File: src/rtl/ru_pkg.sv
// Shared definitions for the Remote Update parameter-port arbiter:
// parameter codes, FSM state encoding and timeout counter width.
package ru_pkg;

  localparam logic [2:0] CONFIG_DONE_EARLY = 3'b001;
  localparam logic [2:0] WATCHDOG_EN       = 3'b011;
  localparam logic [2:0] BOOT_ADDR         = 3'b100;
  localparam logic [2:0] OSC_INT           = 3'b110;
  localparam logic [2:0] RECONFIG_REASON   = 3'b111;

  localparam int TMO_W = 10;

  typedef enum logic [3:0] {
    ST_INIT,
    ST_IDLE,
    ST_SETUP,
    ST_STROBE,
    ST_GAP,
    ST_WAIT,
    ST_DONE,
    ST_VSETUP,
    ST_VSTROBE,
    ST_VGAP,
    ST_VWAIT
  } ru_state_e;

endpackage

File: src/rtl/ru_param_arbiter_rr_pick.sv
// Combinational round-robin picker: first set request at or after ptr,
// wrapping modulo N; returns one-hot grant, its index and an any flag.
module rr_pick #(
  parameter int N    = 2,
  parameter int IDXW = 1
) (
  input  logic [N-1:0]    req,
  input  logic [IDXW-1:0] ptr,
  output logic [N-1:0]    grant,
  output logic [IDXW-1:0] idx,
  output logic            any
);

  always_comb begin
    grant = '0;
    idx   = '0;
    any   = 1'b0;
    for (int i = 0; i < N; i++) begin
      if (!any && req[(int'(ptr) + i) % N]) begin
        any                          = 1'b1;
        grant[(int'(ptr) + i) % N]   = 1'b1;
        idx                          = IDXW'((int'(ptr) + i) % N);
      end
    end
  end

endmodule

File: src/rtl/ru_param_arbiter.sv
// Arbitrates NUM_REQ requesters onto the Remote Update parameter port with a
// busy timeout. Define RU_READBACK_VERIFY_EN to read back and check every write.
//
// state    | meaning
// INIT     | hold IP in reset until it drops busy
// IDLE     | pick next requester round-robin, latch its fields
// SETUP    | param/data stable one cycle before strobe
// STROBE   | one-cycle write_param/read_param pulse
// GAP      | BUSY_GAP cycles before busy is trusted
// WAIT     | wait for busy low or timeout
// DONE     | ack pulse, advance round-robin pointer
// V*       | same sequence as a read-back of the written param
module ru_param_arbiter
  import ru_pkg::*;
#(
  parameter int NUM_REQ  = 2,
  parameter int BUSY_GAP = 2,
  parameter int TIMEOUT  = 1023
) (
  input  logic                  clock,
  input  logic                  reset,
  input  logic [NUM_REQ-1:0]    req_valid,
  input  logic [NUM_REQ-1:0]    req_write,
  input  logic [3*NUM_REQ-1:0]  req_param,
  input  logic [2*NUM_REQ-1:0]  req_source,
  input  logic [22*NUM_REQ-1:0] req_data,
  output logic [NUM_REQ-1:0]    ack,
  output logic [23:0]           rd_data,
  output logic                  err_timeout,
  output logic                  err_verify,
  output logic                  ru_reset,
  output logic [2:0]            ru_param,
  output logic [1:0]            ru_read_source,
  output logic [21:0]           ru_data_in,
  output logic                  ru_write_param,
  output logic                  ru_read_param,
  input  logic                  ru_busy,
  input  logic [23:0]           ru_data_out
);

  localparam int IDXW = (NUM_REQ > 1) ? $clog2(NUM_REQ) : 1;

  ru_state_e          state, state_nxt;
  logic [NUM_REQ-1:0] pick_grant, grant_q;
  logic [IDXW-1:0]    pick_idx, grant_idx, rr_ptr;
  logic               pick_any, wr_q;
  logic [7:0]         gap_cnt;
  logic [TMO_W-1:0]   tmo_cnt;
  logic               busy_tmo, wait_end;

  rr_pick #(.N(NUM_REQ), .IDXW(IDXW)) u_pick (
    .req   (req_valid),
    .ptr   (rr_ptr),
    .grant (pick_grant),
    .idx   (pick_idx),
    .any   (pick_any)
  );

  assign busy_tmo = ru_busy && (tmo_cnt == TMO_W'(TIMEOUT - 1));
  assign wait_end = !ru_busy || busy_tmo;

  always_comb begin
    state_nxt      = state;
    ru_reset       = 1'b0;
    ru_write_param = 1'b0;
    ru_read_param  = 1'b0;
    ack            = '0;
    case (state)
      ST_INIT: begin
        ru_reset = 1'b1;
        if (!ru_busy) state_nxt = ST_IDLE;
      end
      ST_IDLE:   if (pick_any) state_nxt = ST_SETUP;
      ST_SETUP:  state_nxt = ST_STROBE;
      ST_STROBE: begin
        ru_write_param = wr_q;
        ru_read_param  = !wr_q;
        state_nxt      = ST_GAP;
      end
      ST_GAP:    if (gap_cnt == '0) state_nxt = ST_WAIT;
      ST_WAIT: begin
`ifdef RU_READBACK_VERIFY_EN
        if (wait_end) state_nxt = (wr_q && !busy_tmo) ? ST_VSETUP : ST_DONE;
`else
        if (wait_end) state_nxt = ST_DONE;
`endif
      end
      ST_DONE: begin
        ack       = grant_q;
        state_nxt = ST_IDLE;
      end
`ifdef RU_READBACK_VERIFY_EN
      ST_VSETUP:  state_nxt = ST_VSTROBE;
      ST_VSTROBE: begin
        ru_read_param = 1'b1;
        state_nxt     = ST_VGAP;
      end
      ST_VGAP:    if (gap_cnt == '0) state_nxt = ST_VWAIT;
      ST_VWAIT:   if (wait_end) state_nxt = ST_DONE;
`endif
      default:    state_nxt = ST_INIT;
    endcase
  end

  always_ff @(posedge clock) begin
    if (!reset) begin
      state          <= ST_INIT;
      grant_q        <= '0;
      grant_idx      <= '0;
      rr_ptr         <= '0;
      wr_q           <= 1'b0;
      gap_cnt        <= '0;
      tmo_cnt        <= '0;
      rd_data        <= '0;
      err_timeout    <= 1'b0;
      ru_param       <= '0;
      ru_read_source <= '0;
      ru_data_in     <= '0;
    end else begin
      state <= state_nxt;
      case (state)
        ST_IDLE: if (pick_any) begin
          grant_q        <= pick_grant;
          grant_idx      <= pick_idx;
          wr_q           <= req_write[pick_idx];
          ru_param       <= req_param[3*int'(pick_idx) +: 3];
          ru_read_source <= req_source[2*int'(pick_idx) +: 2];
          ru_data_in     <= req_data[22*int'(pick_idx) +: 22];
        end
        ST_STROBE, ST_VSTROBE: gap_cnt <= 8'(BUSY_GAP - 1);
        ST_GAP, ST_VGAP: if (gap_cnt != '0) gap_cnt <= gap_cnt - 1'b1;
        // wr_q stays set through the verify read, so rd_data is left untouched there
        ST_WAIT, ST_VWAIT: begin
          if (wait_end) begin
            tmo_cnt <= '0;
            if (busy_tmo) begin
              err_timeout <= 1'b1;
              if (!wr_q) rd_data <= '1;
            end else if (!wr_q) begin
              rd_data <= ru_data_out;
            end
          end else begin
            tmo_cnt <= tmo_cnt + 1'b1;
          end
        end
        ST_DONE: rr_ptr <= (int'(grant_idx) == NUM_REQ - 1) ? '0 : grant_idx + 1'b1;
        default: ;
      endcase
    end
  end

`ifdef RU_READBACK_VERIFY_EN
  always_ff @(posedge clock) begin
    if (!reset) err_verify <= 1'b0;
    else if (state == ST_VWAIT && !ru_busy && ru_data_out[21:0] != ru_data_in)
      err_verify <= 1'b1;
  end
`else
  assign err_verify = 1'b0;
`endif

endmodule

File: config.mk
export PLATFORM = sky130hd
export DESIGN_NAME = ru_param_arbiter
export DESIGN_NICKNAME = d
export VERILOG_FILES = /design/src/rtl/ru_pkg.sv /design/src/rtl/ru_param_arbiter_rr_pick.sv /design/src/rtl/ru_param_arbiter.sv
export SDC_FILE = /design/constraint.sdc
export NUM_CORES = 1
export LEC_CHECK = 0
export CAP_MARGIN = 10
export CORE_AREA = 2 2 93 95
export CTS_BUF_LIST = sky130_fd_sc_hd__clkbuf_4
export DETAILED_ROUTE_END_ITERATION = 8
export DIE_AREA = 0 0 95 97
export PLACE_DENSITY = 0.78
export SLEW_MARGIN = 10
export SYNTH_ARGS = -nofsm -noshare
export SYNTH_HDL_FRONTEND = slang
export SYNTH_SLANG_ARGS = --single-unit
File: constraint.sdc
create_clock -name clock -period 1.8 [get_ports clock]
set_input_delay 0.36 -clock clock [delete_from_list [all_inputs] [get_ports clock]]
set_output_delay 0.36 -clock clock [all_outputs]
set_load 0.02 [all_outputs]
# Word level (Yosys, flattened, before mapping)
# Index checks and enable logic that the tools add are counted.
# op_classes
addsub	4
n_mul	2
magnitude_cmp	5
n_eq_ne	15
n_shift	3
mux	33
bitwise_logic	3
n_reduce_logical	20
# ops
op	n
$mux W24	3
$shiftx A44 B7 Y22	1
$pmux W4 S7	1
$mux W1	17
$mux W4	4
$pmux W8 S2	1
$eq A4 B3 Y1 const B	3
$eq A4 B4 Y1 const B	3
$add A10 B1 Y10 const B	1
$eq A10 B10 Y1 const B	1
$mux W10	1
$ne A2 B2 Y1 const B	5
$eq A4 B2 Y1 const B	2
$logic_not A8 Y1	1
$mux W8	1
$reduce_bool A8 Y1	1
$sub A8 B1 Y8 const B	1
$mux W2	3
$reduce_and A3 Y1	2
$reduce_or A2 Y1	3
$shiftx A6 B4 Y3	1
$mul A4 B1 Y5 const A	1
$eq A4 B1 Y1 const B	1
$logic_and A1 B1 Y1	4
other kinds (17)	23
# totals
reg_bits	79
out_inout_bits	58

# Logic depth before layout (Yosys ltp)
# Gate-level depths: netlist (run 1).
# depth
word_depth	9
ltp_mapped	7

# Modules after synthesis
# From an unflattened synthesis (run 1), not the netlist that was laid out.
# unflattened
cells_unflattened	348
hier_area_um2	3370.7
# by_module_without_submodules
module	n_inst	cells_each	area_each_um2
ru_param_arbiter	1	343	3338.2
rr_pick	1	5	32.5

# Worst setup path after synthesis (run 1)
# No wires, ideal clock.
# synth_path
path_type	reg2reg
start	reg gap_cnt[0]
end	reg gap_cnt[0]
arrival_time_ns	1.526
required_ns	1.672
setup_slack_ns	0.146
path_stages_with_launch	7
period_less_slack_ns	1.654
cell_sequence	dfxtp_1 inv_1 ha_1 or3b_2 o21ai_2 mux2i_1 nor2_1
# synth_between
elab_chain_cells	3
# synth_rtl
item	line	source
start, declared	ru_param_arbiter.sv:47	logic [7:0] gap_cnt;
start signal, assigned	ru_param_arbiter.sv:130	ST_STROBE, ST_VSTROBE: gap_cnt <= 8'(BUSY_GAP - 1);
start signal, assigned	ru_param_arbiter.sv:131	ST_GAP, ST_VGAP: if (gap_cnt != '0) gap_cnt <= gap_cnt - 1'b1;
$sub A8 B1 Y8 / $reduce_bool A8 Y1 (equally long branches)	ru_param_arbiter.sv:131	
$mux W8 / $ne A2 B2 Y1 (equally long branches)	--	
$pmux W8 S2 / $reduce_and A2 Y1 (equally long branches)	--	
# Several ways; a longest one is shown, not always the timed one. The select of a mux whose other input is x is not followed.
# A chain may end at the register's enable or synchronous reset.

# Worst setup path after layout (run 1)
# layout_path
start	reg ru_data_in[14]
end	out ru_data_in[14]
# layout_rtl
item	line	source
start, declared	ru_param_arbiter.sv:34	output logic [21:0] ru_data_in,
start signal, assigned	ru_param_arbiter.sv:128	ru_data_in <= req_data[22*int'(pick_idx) +: 22];
# No word-level cell between the ends.

==> metrics.txt, run 1 <==
DR vias=3,198; Post-Synthesis Cells=340; main combinational cell family by area after synthesis=compound AO/OA/AOI/OAI gates; full die area=9220 um^2; CTS clk-pin slew, worst paths=0.13 ns; crit-path max cell delay=0.62 ns; logic depth of the worst path, buffers included=1; Startpoint Class=register; Crit-path slowest cell=clkdlybuf4s50_1; Post-synth EDFFs=0; post-synthesis adder-cell area fraction=0.0147; worst r2r path cells=6; n_diodes=0; net count after synthesis=429; final worst setup slack=0.0543 ns; Crit path max-delay family=buffers and inverters; Setup crit end kind=primary output; Root Driver=clkbuf_4; reg2reg setup slack=0.11 ns; Total Routing Usage GR=0.184; pins over their slew limit=0; Worst R2R End=gap_cnt[0]$_SDFFE_PN0P_; met2 Use GR=0.305; Initial Util=0.419; top-area cell type share of the netlist area=0.458; Nets=595; clk sinks=78; Placed Instances=596; skew final=0.0164 ns; first-pass GRT wire length=13,800 um; Vias/cell=5.20; setup violators final=0; Unique masters post-synth=54; Final Hold Viols=0; HPWL Detailed=6310 um; I/O pin count=143; origin of the worst setup path=ru_data_in[14]$_SDFFE_PN0P_; RR Startpoint=gap_cnt[0]$_SDFFE_PN0P_; Power Dens Cells=858 nW/um^2; largest net degree at the start of global routing=43; initial antenna violation count=0; Routed Antenna Nets=0; worst setup path end=ru_data_in[14]; ys flop type=dfxtp_1; Worst-Skew Late Latency=0.40 ns; peak supply drop=465 uV; Arr. time, crit path=1.39 ns; flops & latches, synth=78; share of layout cells above drive strength 1=0.149; Setup WS pre-CTS=-0.208 ns; Layout area overhead=57.8%; count leader, synth=dfxtp_1; min cycle time layout=1.75 ns; Area contributors post-synth=dfxtp_1 46%, mux2i_1 9.1%, o221a_1 6.6%; outcome=finished, final reports clean; peak fanout along the critical path=2; I/O Buffers=141; Simple-Gate Fraction of Synth Area=0.161; Hold Crit Class=register to register; crit-path cells=clkdlybuf4s50_1; Compound-Gate Fraction of Synth Area=0.196; sequential element share of the synthesized area=0.458; vias in the first global route=3,039; Crit path required time=1.44 ns; setup TNS=0 ns; Core ar.=8130 um^2; multiplexer share of the synthesized area=0.0910; Max Cap Violations=0; met1 Use GR=0.229; TritonCTS clock tree=yes; WL/cell=14.1 um; total grt overflow=0; Total Routed Length=8690 um; YS warnings=0; Achievable Freq=0.573 GHz; drt pass-1 iters=4; Die H=97 um; chip width=95 um; Post-synth top cells=78 x dfxtp_1, 51 x nor2_1, 31 x mux2i_1; Site Rows=33; CTS Hold Buffers Added=0; DR iter-0 viols=62; cell area after synthesis=3410 um^2; syn avg cell area=10.0 um^2; leak pwr=2.26 nW; Top Usage Layer GRT=met2; GPL Wtd Cong=0.773; RSZ-0062 raised after global routing=false; Async SR Flop Fraction=0; Num CTS Buffers=9; Final Cycle Share=0.970; Finished Layout Cells=615; Crit Path Category=register to primary output; grt met3 use=0.0506; CTS Buffer Depth=2; htree depth=3; DRC Markers=0; XOR/XNOR Fraction of Synth Area=0.0283; total power=0.00461 W; cell taking the most area after synthesis=dfxtp_1; Bufs and invs on worst path=1
[logic make-up (layout without fill, tap and decap cells)]
| group | count (synthesis) | count (layout) |
|---|---|---|
| simple gates | 104 | 105 |
| compound gates | 79 | 79 |
| flops | 78 | 78 |
| buf+inv | 32 | 201 |
| mux | 31 | 31 |
| xor+xnor | 11 | 11 |
| fa+ha+maj | 4 | 4 |
| other cells | 1 | 1 |
[sequential cells by signal, indices dropped and copies added (netlist names), 2 cells and up]
name,cells
rd_data,24
ru_data_in,22
tmo_cnt,10
gap_cnt,8
ru_param,3
state,3
grant_q,2
ru_read_source,2
[layout make-up]
type                            count  area [um^2]
Clock buffer                        9         67.6
Clock inverter                      6          101
Fill cell                         646         2750
Inverter                            7         26.3
Multi-Input combinational cell    231         1730
Sequential cell                    78         1570
Tap cell                          105          131
Timing Repair Buffer              179         1760
[placed cells by master, fill, tap and decap left out, drive strengths merged, types with 5 or more instances in the layout]
cell	instances
a211oi	29
a21oi	6
buf	43
clkbuf	9
clkdlybuf4s50	128
dfxtp	78
dlymetal6s2s	8
inv	6
mux2i	31
nand2	14
nand3b	5
nor2	51
nor3	9
o21ai	5
o221a	24
xnor2	5
xor2	6
[repair_timing]
item                                    4_1_cts  5_1_grt
setup buffers                                 0        3
gates cloned                                  1        0
resized for setup                            23       16
endpoints found under the setup margin       31       46
pin swaps                                     0        2
[through the flow]
step           hold WS, ns  utilization  area, um^2
4_1_cts              0.454        0.652        5300
5_1_grt              0.471        0.661        5380
3_3_place_gp         0.424        0.631        5130
3_5_place_dp         0.434        0.631        5130
6_report             0.450        0.661        5380
2_1_floorplan        0.413            -        3410
[layer usage]
metal | up-vias | wire, um
met4 | 0 | 92
met1 | 1473 | 3920
met3 | 10 | 745
met2 | 129 | 3940
li1 | 1586 | -
met5 | - | 0
[power by group]
group | leakage, nW | switching, W | internal (W)
combinational | 1.54 | 0.000662 | 0.000706
sequential | 0.635 | 0.0000959 | 0.00190
clock | 0.0885 | 0.000570 | 0.000684
total | 2.26 | 0.00133 | 0.00329
[worst min-delay path by stage]
stage,cells after the start,startpoint,end
floorplan,1,grant_idx$_SDFFE_PN0P_,rr_ptr$_SDFFE_PN0N_
global placement,1,grant_idx$_SDFFE_PN0P_,rr_ptr$_SDFFE_PN0N_
global route,1,grant_idx$_SDFFE_PN0P_,rr_ptr$_SDFFE_PN0N_
CTS,1,grant_idx$_SDFFE_PN0P_,rr_ptr$_SDFFE_PN0N_
finish,1,grant_idx$_SDFFE_PN0P_,rr_ptr$_SDFFE_PN0N_
detailed placement,1,grant_idx$_SDFFE_PN0P_,rr_ptr$_SDFFE_PN0N_
Power figures use the tool's default switching activity.
==> inputs of run 2 (changes only) <==
Settings changed: CAP_MARGIN 10 to not set, CORE_AREA 2 2 93 95 to 2 2 110 80, DIE_AREA 0 0 95 97 to 0 0 112 82, PLACE_DENSITY 0.78 to 0.79.
==> metrics.txt, run 2 (synthesis gave the netlist of run 1 again) <==
share of layout cells above drive strength 1=0.174; Final Hold Viols=0; Startpoint Class=register; Die H=82 um; reg2reg setup slack=0.11 ns; Top Usage Layer GRT=met2; Total Routed Length=9930 um; leak pwr=2.86 nW; Power Dens Cells=804 nW/um^2; CTS Hold Buffers Added=0; Crit Path Category=register to primary output; Site Rows=28; GPL Wtd Cong=0.849; Vias/cell=5.22; TritonCTS clock tree=yes; peak fanout along the critical path=2; total grt overflow=0; Root Driver=clkbuf_4; Initial Util=0.416; Nets=602; clk sinks=78; Num CTS Buffers=9; DR vias=3,259; crit-path cells=inv_2 -> nor3b_4 -> buf_4 -> and2_4 -> buf_6; Bufs and invs on worst path=3; Total Routing Usage GR=0.209; Core ar.=8200 um^2; DRC Markers=0; Arr. time, crit path=1.43 ns; initial antenna violation count=1; peak supply drop=593 uV; Achievable Freq=0.558 GHz; Hold Crit Class=register to register; Crit-path slowest cell=dfxtp_2; setup violators final=0; full die area=9180 um^2; Top reg by flops=rd_data; WL/cell=15.9 um; Layout area overhead=61.3%; Placed Instances=601; RSZ-0062 raised after global routing=true; I/O Buffers=141; vias in the first global route=3,129; CTS Buffer Depth=2; pins over their slew limit=0; met2 Use GR=0.347; Finished Layout Cells=624; I/O pin count=143; DR iter-0 viols=223; chip width=112 um; min cycle time layout=1.79 ns; grt met3 use=0.0664; max reg flops=24; CTS clk-pin slew, worst paths=0.12 ns; Final Cycle Share=0.995; Setup crit end kind=primary output; Routed Antenna Nets=0; crit-path max cell delay=0.36 ns; largest net degree at the start of global routing=39; commonest non-fill, non-tap cell in the layout=clkdlybuf4s50_1; met1 Use GR=0.269; Worst-Skew Late Latency=0.43 ns; HPWL Detailed=7260 um; Min Hold Slack=0.438 ns; skew final=0.0114 ns; Max Cap Violations=0; drt pass-1 iters=4; most frequent cells in the layout=85 x clkdlybuf4s50_1, 74 x dfxtp_1, 51 x nor2_1; outcome=finished, final reports clean; Util after Layout=0.671; first-pass GRT wire length=15,400 um; Largest regs=rd_data x24, ru_data_in x22, tmo_cnt x10; Crit path required time=1.44 ns; Crit path max-delay family=flip-flops; htree depth=3
run 2: cell count changes in the layout (fill, tap and decap cells not counted), sizes merged:
cell           change
clkinv             -1
clkbuf             +1
clkinvlp           +3
bufinv             -2
buf                +7
dlymetal6s2s      +30
clkdlybuf4s50     -43
diode              +1
dlygate4sd2       +13
run 2: path summary, 6_finish.rpt:
path	startpoint	to	depth (start not counted)
setup / recovery	state[1]$_SDFFE_PN0P_	ack[1]	5
hold / removal	grant_idx$_SDFFE_PN0P_	rr_ptr$_SDFFE_PN0N_	1
setup reg to reg	state[2]$_SDFFE_PN0P_	rd_data[1]$_SDFFE_PN0P_	6
hold reg to reg	grant_idx$_SDFFE_PN0P_	rr_ptr$_SDFFE_PN0N_	1
run 2: metal layers:
layer / share of wire / vias up
met3: 0.068 / 11
met5: 0 / -
met2: 0.47 / 118
met1: 0.45 / 1515
met4: 0.012 / 0
li1: - / 1615
run 2: area by class of cell:
class / instances / area, um^2
Tap cell: 105 / 131
Clock buffer: 10 / 75.1
Clock inverter: 6 / 62.6
Fill cell: 653 / 2700
Sequential cell: 78 / 1570
Timing Repair Buffer: 186 / 1890
Antenna cell: 1 / 2.50
Inverter: 7 / 26.3
Multi-Input combinational cell: 231 / 1740
run 2: repair_timing:
item | 4_1_cts | 5_1_grt
resized for setup | 44 | 47
setup endpoints to repair | 42 | 78
cloned | 1 | 0
setup buffers | 3 | 2
pin swaps | 3 | 3
run 2: power by group:
group	total, W	switching (W)	internal (W)
registers	0.00200	0.0000967	0.00190
clock network	0.00103	0.000598	0.000433
logic	0.00139	0.000690	0.000701
total	0.00442	0.00138	0.00303
run 2: per-stage QoR:
stage          setup TNS, ns  total power, W  setup slack [ns]  cell area (um^2)
6_report                   0         0.00442           0.00821              5500
5_1_grt               -0.235         0.00466            -0.103              5500
4_1_cts              -0.0407         0.00447           -0.0407              5340
3_5_place_dp           -6.82         0.00344            -0.260              5170
3_3_place_gp           -5.29         0.00340            -0.212              5170
2_1_floorplan              0         0.00274             0.146              3410
==> edit 1 (flow settings as in run 1) <==
`TMO_W`: 10 -> 20.
--- a/src/rtl/ru_pkg.sv
+++ b/src/rtl/ru_pkg.sv
@@ -9,5 +9,5 @@
   localparam logic [2:0] RECONFIG_REASON   = 3'b111;
 
-  localparam int TMO_W = 10;
+  localparam int TMO_W = 20;
 
   typedef enum logic [3:0] {
Behaviour: no difference found for any inputs over 4 cycles, from zero or initial values and one cycle with reset low; that may be too few to reach the edited logic, so the function may still have changed.
==> edit 1 against run 1 <==
The flow now finishes with violations (negative setup slack). Worst setup slack worse by 120 ps. Fmax is 6.5% lower. Total power is 1.7% lower. Register-to-register slack worse by 180 ps. First-iteration DRC count grew to 2.7 times the old value. Area after synthesis is 23% higher. Wire length is 49% higher. Sequential share of layout area is 2.1 points lower. Sequential cell count is 10 higher. Final area is 23% higher. Critical path type is now register to register. Largest power group unchanged. Highest routed layer unchanged.
==> edit 1: results (changes against run 1) <==
metric,value,unit,change
grt_pass1_vias,4206,,+38%
fill_cells,522,,-19%
grt_max_degree,57,,+33%
path_clk_slew,150,ps,+20 ps
critPathTopFamily,simple AND/OR/NAND/NOR gates,,
violations,negative setup slack,,
clk_latency,440,ps,+40 ps
ys_top_cells_by_area,"dfxtp_1 42%, mux2i_1 7.4%, a211oi_1 6.6%",,
first_iter_violations,166,,+170%
r2r_start,tmo_cnt[1],,
drt_wl_total,12.9,mm,+49%
synth_cell_types,59,,+9.3%
synthesis.nets,559,,+30%
drtPass1Iterations,5,,+1
pre_cts_slack,-121,ps,+87.2 ps
cp.arrival,2240,ps,+850 ps
layout_setup_ws,-66.8,ps,-121 ps
skew,14.8,ps,-1.65 ps
slowest_stage,or4_4,,
synth-seq-area-share,0.419,,-0.0391
synthTopCellsByCount,"88 x dfxtp_1, 40 x nor2_1, 37 x a211oi_1",,
track_usage,0.261,,+0.0771
leakage,2.86,nW,+27%
drive_gt1_frac,0.222,,+0.0730
timing.rr.end,tmo_cnt[18],,
final_nets,738,,+24%
ir_drop,0.000449,V,-3.4%
dp_hpwl,8.79,mm,+39%
vias,4421,,+38%
hold_depth,1,,unchanged
gp_congestion,0.877,,+13%
grt_pass1_wl,19.4,mm,+41%
ys_warn_count,0,,unchanged
reg2reg_depth,5,,-1
diodes,0,,unchanged
cpPeakStageDelay,470,ps,-150 ps
hold_end,rr_ptr,,
status,"complete, but fails checks",,
cp_max_fo,6,,+4
reg_top3,"rd_data: 24 flops, ru_data_in: 22 flops, tmo_cnt: 20 flops",,
placed_area,0.00614,mm²,+20%
setup_viol,27,,+27
-- edit 1: changes by cell type after synthesis, sizes merged, moves of 6 or more --
cell / change
a211oi: +8
a221oi: +9
a31oi: +23
clkbuf: +18
dfxtp: +10
inv: +30
nand3: +11
nor2: -11
o21ai: +6
o221a: -24
o221ai: +23
-- edit 1: worst reg2reg max path, stage by stage (launching register included) --
cell and delay [ps]:
dfxtp_2 380, ha_2 190, nand3_1 110, or4_4 470, or4_4 430, a221oi_2 220
-- edit 1: cells by family after synthesis --
| logic type | after synthesis | synth area share |
|---|---|---|
| compound gates | 131 | 0.234 |
| buf+inv | 76 | 0.0726 |
| simple gates | 129 | 0.168 |
| flops | 88 | 0.419 |
| xor+xnor | 10 | 0.0208 |
| other cells | 1 | 0.000892 |
| fa+ha+maj | 4 | 0.0119 |
| mux | 31 | 0.0738 |
-- edit 1: layer usage --
metal / track usage / vias up / routed length [µm]
met5: 0 / - / 0
met4: 0.0948 / 0 / 236
met3: 0.0685 / 18 / 910
met2: 0.441 / 187 / 6640
met1: 0.315 / 2105 / 5130
li1: - / 2111 / -
-- edit 1: area by class of cell --
| cell class | instances | area share |
|---|---|---|
| Clock buffer | 9 | 0.0102 |
| Clock inverter | 6 | 0.0102 |
| Inverter | 37 | 0.0211 |
| Multi-Input combinational cell | 307 | 0.366 |
| Sequential cell | 88 | 0.270 |
| Tap cell | 105 | 0.0199 |
| Timing Repair Buffer | 206 | 0.302 |
-- edit 1: timing repair --
item / 4_1_cts / 5_1_grt
pin swaps: 4 / 6
buffers inserted: 3 / 3
setup endpoints to repair: 69 / 72
hold buffers: 0 / 0
gates cloned: 0 / 3
gates resized for setup: 70 / 58
-- edit 1: through the flow --
stage,hold slack (ps),instances,setup TNS (ps),utilization
floorplan,413,470,-1530,-
finish,446,758,-693,0.811
CTS,450,752,-132,0.774
detailed placement,433,734,-1420,0.755
global placement,424,734,-439,0.755
global route,463,758,-2630,0.811
-- edit 1: power breakdown --
part	leakage (nW)	internal (mW)	switching [mW]	total, mW
Clock	0.0688	0.423	0.709	1.13
Sequential	0.721	2.08	0.0884	2.17
Combinational	2.07	0.628	0.606	1.23
Total	2.86	3.13	1.40	4.54
-- edit 1: how the worst max path moves through the flow --
stage / from / to / slack [ps] / cells past startpoint
floorplan: state[1] / tmo_cnt[18] / -90 / 6
global placement: state[1] / ack[1] / -110 / 5
detailed placement: state[2] / tmo_cnt[18] / -120 / 5
CTS: tmo_cnt[1] / tmo_cnt[19] / -50 / 5
global route: tmo_cnt[1] / tmo_cnt[19] / -110 / 5
finish: tmo_cnt[1] / tmo_cnt[18] / -70 / 5
==> edit 2 (flow settings as in run 1) <==
Without the edit above. Register the output `err_timeout` once more, with the module's reset; this adds one clock of latency there. The other outputs are not delayed to match.
--- a/src/rtl/ru_param_arbiter.sv
+++ b/src/rtl/ru_param_arbiter.sv
@@ -40,4 +40,6 @@
 
   localparam int IDXW = (NUM_REQ > 1) ? $clog2(NUM_REQ) : 1;
+
+  logic err_timeout_s0;
 
   ru_state_e          state, state_nxt;
@@ -113,5 +115,5 @@
       tmo_cnt        <= '0;
       rd_data        <= '0;
-      err_timeout    <= 1'b0;
+      err_timeout_s0 <= 1'b0;
       ru_param       <= '0;
       ru_read_source <= '0;
@@ -135,5 +137,5 @@
             tmo_cnt <= '0;
             if (busy_tmo) begin
-              err_timeout <= 1'b1;
+              err_timeout_s0 <= 1'b1;
               if (!wr_q) rd_data <= '1;
             end else if (!wr_q) begin
@@ -160,4 +162,12 @@
 `endif
 
+  always_ff @(posedge clock) begin
+    if (!reset) begin
+      err_timeout <= '0;
+    end else begin
+      err_timeout <= err_timeout_s0;
+    end
+  end
+
 endmodule
 
Behaviour: same outputs for any inputs over 4 cycles, from zero or initial values and one cycle with reset low; that may be too few to reach the edited logic, so the function may still have changed.
==> edit 2 against run 1 <==
Area after synthesis rose by 1.3%. Count of clock-buffer cells in the layout rose by 1. Total power rose by 4.8%. Sequential share of layout area fell by 0.96 points. Sequential cell count rose by 1. Final area rose by 4.8%. Cell count rose by 3.9%. Worst setup slack got worse by 43 ps. Clock skew rose by 1.5 ps. Wire length rose by 9.9%. Global-route usage rose by 2.1 points. Register-to-register slack got worse by 60 ps.
==> edit 2: results (changes against run 1) <==
metric,value,unit,change
reg2reg_depth,7,,+1
final_nets,618,,+3.9%
gp_congestion,0.860,,+11%
multi_input_area_share,0.316,,-0.00566
synth-seq-area-share,0.458,,about the same
ys_top_cells_by_area,"dfxtp_1 46%, mux2i_1 9.3%, a211oi_1 6.7%",,
ff2ff_setup_slack,50,ps,-60 ps
finalNonFillerCells,639,,+3.9%
synthTopCellsByCount,"79 x dfxtp_1, 45 x nor2_1, 32 x mux2i_1",,
timing.rr.end,gap_cnt[5],,
grt_pass1_wl,15.1,mm,+10%
fmax,559,MHz,-2.4%
track_usage,0.205,,+0.0205
viasPerCell,5.30,,+1.9%
dp_hpwl,6.86,mm,+8.7%
drive_gt1_frac,0.217,,+0.0682
area.share.sequential,0.281,,-0.00959
hold_slack,460,ps,+9.55 ps
seq_cell_count,79,,+1.3%
r2r_start,state[0],,
nMultiInputCombCells,237,,+2.6%
first_iter_violations,98,,+58%
fill_cells,619,,-4.2%
ir_drop,0.000468,V,+0.77%
signal_buffers,195,,+8.9%
synthesis.nets,439,,+2.3%
final_util,0.693,,+0.0318
syn-instance-count,350,,+2.9%
clk_latency,430,ps,+30 ps
synthAdderAreaFrac,0.0145,,-0.000186
grt_pass1_vias,3236,,+6.5%
pre_cts_slack,-250,ps,-42.2 ps
synthMuxAreaShare,0.0928,,+0.00174
crit_path_end,rd_data[15],,
startpoint,rd_data[15],,
avgRoutedWirePerCell,14.9,µm,+5.8%
synthesis.area,0.00345,mm²,+1.3%
cp_max_fo,2,,unchanged
leakage,2.82,nW,+25%
synth_xor_area_frac,0.0178,,-0.0105
clkCellAreaFrac,0.0284,,-0.00300
synth_cell_types,53,,-1.9%
status,"finished, final reports clean",,
grt_max_degree,39,,-9.3%
n_clock_buffer,10,,+1
cp.arrival,1430,ps,+40 ps
synth_compound_area_frac,0.204,,+0.00802
edit 2: cell types whose count changed in the layout (fill, tap and decap cells not counted), sizes merged, moves of 2 or more:
cell,before,now
or3,4,6
nand3,3,8
nor2,51,45
buf,43,59
a211oi,29,31
dlymetal6s2s,8,32
clkdlybuf4s50,128,99
nand2,14,16
and3b,1,3
and2,2,4
a2111o,0,2
o211ai,3,1
dlygate4sd2,0,5
xor2,6,2
edit 2: repair_timing:
action / CTS / global route
resized for setup: 34 / 49
setup buffers: 1 / 14
endpoints found under the hold margin: 0 / 0
pin swaps: 3 / 10
cloned: 1 / 0
setup endpoints to repair: 38 / 68
edit 2: power by group:
part / switching, mW / total [mW] / internal, mW
Combinational: 0.777 / 1.57 / 0.792
Sequential: 0.135 / 2.09 / 1.95
Clock: 0.606 / 1.18 / 0.574
Total: 1.52 / 4.83 / 3.32
edit 2: per-layer routing:
metal	GRT usage	share of wire
met5	0	0
met2	0.326	0.46
met1	0.254	0.41
met3	0.0701	0.11
met4	0.0758	0.015
